[src/rtl/ahblite_dma_master.sv]
// Single-channel AHB-Lite DMA initiator: copies a block of 32-bit words, one
// non-pipelined SINGLE read followed by one SINGLE write per word.
module ahblite_dma_master #(
  parameter int LEN_WIDTH = 16
) (
  input  logic                 HCLK,
  input  logic                 HRESETn,
  input  logic                 start,
  input  logic [31:0]          src_addr,
  input  logic [31:0]          dst_addr,
  input  logic [LEN_WIDTH-1:0] length,
  output logic                 busy,
  output logic                 done,
  output logic                 error,
  output logic [31:0]          HADDR,
  output logic [1:0]           HTRANS,
  output logic                 HWRITE,
  output logic [2:0]           HSIZE,
  output logic [2:0]           HBURST,
  output logic [3:0]           HPROT,
  output logic                 HMASTLOCK,
  output logic [31:0]          HWDATA,
  input  logic [31:0]          HRDATA,
  input  logic                 HREADY,
  input  logic                 HRESP,
  output logic [2:0]           fsm_state
);

  localparam logic [1:0] TRANS_IDLE   = 2'b00;
  localparam logic [1:0] TRANS_NONSEQ = 2'b10;

  typedef enum logic [2:0] {
    IDLE = 3'd0,
    RD_A = 3'd1,
    RD_D = 3'd2,
    WR_A = 3'd3,
    WR_D = 3'd4
  } state_t;

  state_t               state_q, state_d;
  logic [31:0]          src_q, src_d;
  logic [31:0]          dst_q, dst_d;
  logic [LEN_WIDTH-1:0] cnt_q, cnt_d;
  logic [31:0]          buf_q, buf_d;
  logic [31:0]          haddr_q, haddr_d;
  logic [1:0]           htrans_q, htrans_d;
  logic                 hwrite_q, hwrite_d;
  logic [31:0]          hwdata_q, hwdata_d;
  logic                 busy_q, busy_d;
  logic                 done_q, done_d;
  logic                 error_q, error_d;

  assign HADDR     = haddr_q;
  assign HTRANS    = htrans_q;
  assign HWRITE    = hwrite_q;
  assign HWDATA    = hwdata_q;
  assign HSIZE     = 3'b010;
  assign HBURST    = 3'b000;
  assign HPROT     = 4'b0011;
  assign HMASTLOCK = 1'b0;
  assign busy      = busy_q;
  assign done      = done_q;
  assign error     = error_q;
  assign fsm_state = state_q;

  always_comb begin
    state_d  = state_q;
    src_d    = src_q;
    dst_d    = dst_q;
    cnt_d    = cnt_q;
    buf_d    = buf_q;
    haddr_d  = haddr_q;
    htrans_d = htrans_q;
    hwrite_d = hwrite_q;
    hwdata_d = hwdata_q;
    busy_d   = busy_q;
    done_d   = 1'b0;
    error_d  = 1'b0;
    case (state_q)
      IDLE: begin
        if (start) begin
          if (length != '0) begin
            src_d    = {src_addr[31:2], 2'b00};
            dst_d    = {dst_addr[31:2], 2'b00};
            cnt_d    = length;
            htrans_d = TRANS_NONSEQ;
            haddr_d  = {src_addr[31:2], 2'b00};
            hwrite_d = 1'b0;
            busy_d   = 1'b1;
            state_d  = RD_A;
          end else begin
            done_d = 1'b1;
          end
        end
      end
      RD_A: begin
        if (HREADY) begin
          htrans_d = TRANS_IDLE;
          state_d  = RD_D;
        end
      end
      RD_D: begin
        // Only the HREADY=1 cycle of a response counts; an ERROR's first cycle is just waited on.
        if (HREADY) begin
          if (HRESP) begin
            error_d = 1'b1;
            busy_d  = 1'b0;
            state_d = IDLE;
          end else begin
            buf_d    = HRDATA;
            htrans_d = TRANS_NONSEQ;
            haddr_d  = dst_q;
            hwrite_d = 1'b1;
            state_d  = WR_A;
          end
        end
      end
      WR_A: begin
        if (HREADY) begin
          htrans_d = TRANS_IDLE;
          hwdata_d = buf_q;
          state_d  = WR_D;
        end
      end
      WR_D: begin
        if (HREADY) begin
          if (HRESP) begin
            error_d  = 1'b1;
            busy_d   = 1'b0;
            hwrite_d = 1'b0;
            state_d  = IDLE;
          end else begin
            src_d = src_q + 32'd4;
            dst_d = dst_q + 32'd4;
            cnt_d = cnt_q - LEN_WIDTH'(1);
            if (cnt_q == LEN_WIDTH'(1)) begin
              done_d   = 1'b1;
              busy_d   = 1'b0;
              hwrite_d = 1'b0;
              state_d  = IDLE;
            end else begin
              htrans_d = TRANS_NONSEQ;
              haddr_d  = src_q + 32'd4;
              hwrite_d = 1'b0;
              state_d  = RD_A;
            end
          end
        end
      end
      default: state_d = IDLE;
    endcase
  end

  always_ff @(posedge HCLK or negedge HRESETn) begin
    if (!HRESETn) begin
      state_q  <= IDLE;
      src_q    <= '0;
      dst_q    <= '0;
      cnt_q    <= '0;
      buf_q    <= '0;
      haddr_q  <= '0;
      htrans_q <= TRANS_IDLE;
      hwrite_q <= 1'b0;
      hwdata_q <= '0;
      busy_q   <= 1'b0;
      done_q   <= 1'b0;
      error_q  <= 1'b0;
    end else begin
      state_q  <= state_d;
      src_q    <= src_d;
      dst_q    <= dst_d;
      cnt_q    <= cnt_d;
      buf_q    <= buf_d;
      haddr_q  <= haddr_d;
      htrans_q <= htrans_d;
      hwrite_q <= hwrite_d;
      hwdata_q <= hwdata_d;
      busy_q   <= busy_d;
      done_q   <= done_d;
      error_q  <= error_d;
    end
  end

endmodule

[config.mk]
export PLATFORM = sky130hd
export DESIGN_NAME = ahblite_dma_master
export DESIGN_NICKNAME = d
export VERILOG_FILES = /design/src/rtl/ahblite_dma_master.sv
export SDC_FILE = /design/constraint.sdc
export NUM_CORES = 1
export LEC_CHECK = 0
export ABC_AREA = 1
export CAP_MARGIN = 40
export CORE_UTILIZATION = 35
export DETAILED_ROUTE_END_ITERATION = 12
export GPL_ROUTABILITY_DRIVEN = 0
export GPL_TIMING_DRIVEN = 0
export PLACE_DENSITY_LB_ADDON = 0.1
export SYNTH_ARGS = -nofsm -noshare
export SYNTH_HDL_FRONTEND = slang
export SYNTH_SLANG_ARGS = --single-unit
[constraint.sdc]
create_clock -name HCLK -period 1.55 [get_ports HCLK]
set_input_delay 0.2325 -clock HCLK [delete_from_list [all_inputs] [get_ports HCLK]]
set_output_delay 0.2325 -clock HCLK [all_outputs]
set_load 0.05 [all_outputs]
==> metrics.yaml <==
rows: 62
violations: "negative setup slack"
cp_data_arrival_time_ns: 2.16
finalWirelength_um: 40100
cp_common_cell: "nor2_4"
clkPwrFrac_pct: 15.2
ir_worst_vdd_mv: 0.979
num_io_pins: 201
grt_usage_pct: 26.9
finalSetupViolations: 203
min_period_ns: 1.82
clk_latency_ns: 0.46
p_sw_share_pct: 51.0
synth_seq_cells: 179
hold-path-cell-count: 3
pwr-share-seq_pct: 28.3
met3_length_um: 2540
layout_commonest_cell: "nand2_1"
p_switching_w: 0.0159
cts_sinks: 179
grt_pass1_vias: 10742
drive_gt1_share_pct: 19.4
timing.hold.ws_ns: 0.191
status: "finished with violations"
via_per_inst: 5.12
p_leak_nw: 6.92
dieArea_sq_mm: 0.0300
initial_utilization_pct: 35.7
slew_headroom_pct: 56.1
root_buffer: "clkbuf_16"
area_delta_synth_final_pct: 44.8
fin_util_pct: 51.7
wl_met2_um: 18700
crit_path_max_fanout: 6
crit_required_ns: 1.90
rsz0062_at_grt: "yes"
hold_path_class: "in -> reg"
drtAntennaViolNets: 0
intPower_w: 0.0153
cts_buffer_depth: 2
finClkSkew_ns: 0.0181
antenna_found_initial: 0
power_frac_comb_pct: 56.5
hpwl_um: 28500
reg2reg_depth: 10
route.detailed.drc: 0
cp-end-kind: "flip-flop"
grt-ovfl-total: 0
synth_cells: 1509
met1Wirelength_um: 17000
tightest_slew_ns: 0.659
antenna_cells: 0
yosysSeqAreaShare_pct: 43.6
slowest_stage: "dfrtp_2"
cts_buffers: 17
grt_max_degree: 106
timing.fmax_mhz: 551
firstDrtPassIters: 5
critical_path.cell_chain: "nor2_4, nand2_4, nor2_4, nand3_4, nand2_8, clkinv_8, buf_12, clkbuf_16, o211ai_1, nand2_1"
area.sequential_sq_mm: 0.00449
num-nets-final: 1886
drv_slew: 0
fp.dieW_um: 173
routedWlPerCell_um: 18.5
cts_tree: "done"
coreArea_sq_mm: 0.0288
fin_crit_sh_pct: 117
crit_type: "reg -> reg"
syn_avg_cell_area_sq_um: 6.81
setup_ws_ns: -0.266
path_clk_slew_ns: 0.09
netlist-cell-type-count: 33
nFillCells: 2864
multi_input_area_sq_mm: 0.00558
final_cell_area_sq_mm: 0.0149
drtIter0Drc: 955
maxCapViolations: 0
portBuffers: 183
power-per-cell-area_mw_per_mm2: 2100
cp-start-kind: "flip-flop"
htreeDepth: 4
hold_viol: 0
route.vias.total: 11060
highest_layer: "met4"
final_cell_mix: "nand2_1 (403), nor2_1 (183), dfrtp_1 (172)"
syn_area_sq_mm: 0.0103
crit_path_max_incr_delay_ns: 0.46
yosys_warnings: 0
dieHeight_um: 173
postPlaceCellArea_sq_mm: 0.0127
grt_pass1_wl_um: 61400
[metrics by stage]
stage,total power (W),setup slack (ns),instances,TNS (ns)
after floorplan,0.0182,-0.137,1519,-12.78
after global placement,0.0234,-8.58,2086,-1495.57
after detailed placement,0.0236,-0.794,2087,-89.24
after CTS,0.0302,-0.217,2153,-22.92
after global routing,0.0331,-0.330,2162,-40.24
final,0.0312,-0.266,2162,-23.99
[state kept, by name (all words and copies together) (netlist names), 3 cells and up]
signal / count
HADDR: 31
fsm_state: 3
HWDATA: 32
buf_q: 32
cnt_q: 16
src_q: 30
dst_q: 30
[layer usage]
layer / vias up / GRT usage [%]
met2: 454 / 43.6
li1: 5282 / -
met1: 5241 / 35.3
met5: - / 0
met4: 0 / 12.5
met3: 83 / 4.10
[logic make-up after synthesis]
logic type / synth area share [%]
buffers and inverters: 10.0
other: 0.0731
AO/OA/AOI/OAI: 12.7
adder cells (fa/ha/maj): 0.487
flip-flops: 43.6
XOR/XNOR: 0.682
AND/OR/NAND/NOR: 32.4
[path summary, 6_finish.rpt]
kind / startpoint / to / slack, ns
max: fsm_state[1]$_DFFE_PN0P_ / cnt_q[13]$_DFFE_PN0P_ / -0.27
min: HREADY / done$_DFF_PN0_ / 0.19
max reg2reg: fsm_state[1]$_DFFE_PN0P_ / cnt_q[13]$_DFFE_PN0P_ / -0.27
min reg2reg: HADDR[11]$_DFFE_PN0P_ / HADDR[11]$_DFFE_PN0P_ / 0.47
max in group asynchronous: HRESETn / dst_q[26]$_DFFE_PN0P_ / 0.17
min in group asynchronous: HRESETn / src_q[4]$_DFFE_PN0P_ / 0.35
[worst max-delay path, delay by kind of cell (launching register included)]
| kind | cells | cell delay [ns] |
|---|---|---|
| AOI/OAI and AO/OA | 1 | 0.08 |
| buffers and inverters | 3 | 0.41 |
| DFF | 1 | 0.46 |
| and+or+nand+nor | 6 | 0.74 |
[power by group through the flow]
stage / registers, W / clock network, W / logic (W)
3_5_place_dp: 0.00875 / 0 / 0.0148
5_1_grt: 0.00914 / 0.00497 / 0.0190
3_3_place_gp: 0.00875 / 0 / 0.0147
6_report: 0.00885 / 0.00475 / 0.0177
4_1_cts: 0.00872 / 0.00480 / 0.0167
2_1_floorplan: 0.0113 / 0 / 0.00693
[layout make-up]
class,count,share of cell area [%]
Buffer,71,4.86
Timing Repair Buffer,227,15.3
Clock inverter,15,1.42
Tap cell,384,3.23
Inverter,171,4.58
Clock buffer,17,2.86
Multi-Input combinational cell,1098,37.5
Sequential cell,179,30.2
[cell usage after synthesis (all sizes together)]
master | number | area share [%]
nand2 | 447 | 16
nor2 | 237 | 8.8
dfrtp | 179 | 44
inv | 171 | 6.2
o21ai | 132 | 6.4
nand3 | 102 | 5.0
a21oi | 87 | 4.3
buf | 54 | 3.1
nor3 | 23 | 1.1
clkbuf | 18 | 0.66
nand4 | 10 | 0.61
o211ai | 8 | 0.58
xor2 | 6 | 0.51
o21bai | 5 | 0.37
a22oi | 4 | 0.29
ha | 4 | 0.49
nand3b | 4 | 0.29
o22ai | 4 | 0.24
or2 | 3 | 0.18
conb | 2 | 0.073
o21a | 2 | 0.15
o221ai | 2 | 0.17
o31ai | 2 | 0.15
xnor2 | 2 | 0.17
a31oi | 1 | 0.061
[timing repair]
| item | CTS | global route |
|---|---|---|
| hold endpoints to repair | 74 | 0 |
| pin swaps | 36 | 14 |
| gates cloned | 9 | 2 |
| buffers inserted | 25 | 8 |
| setup endpoints to repair | 247 | 247 |
| resized for setup | 344 | 117 |
| hold buffers | 1 | 0 |
No activity file was read; power rests on OpenSTA's default activity.
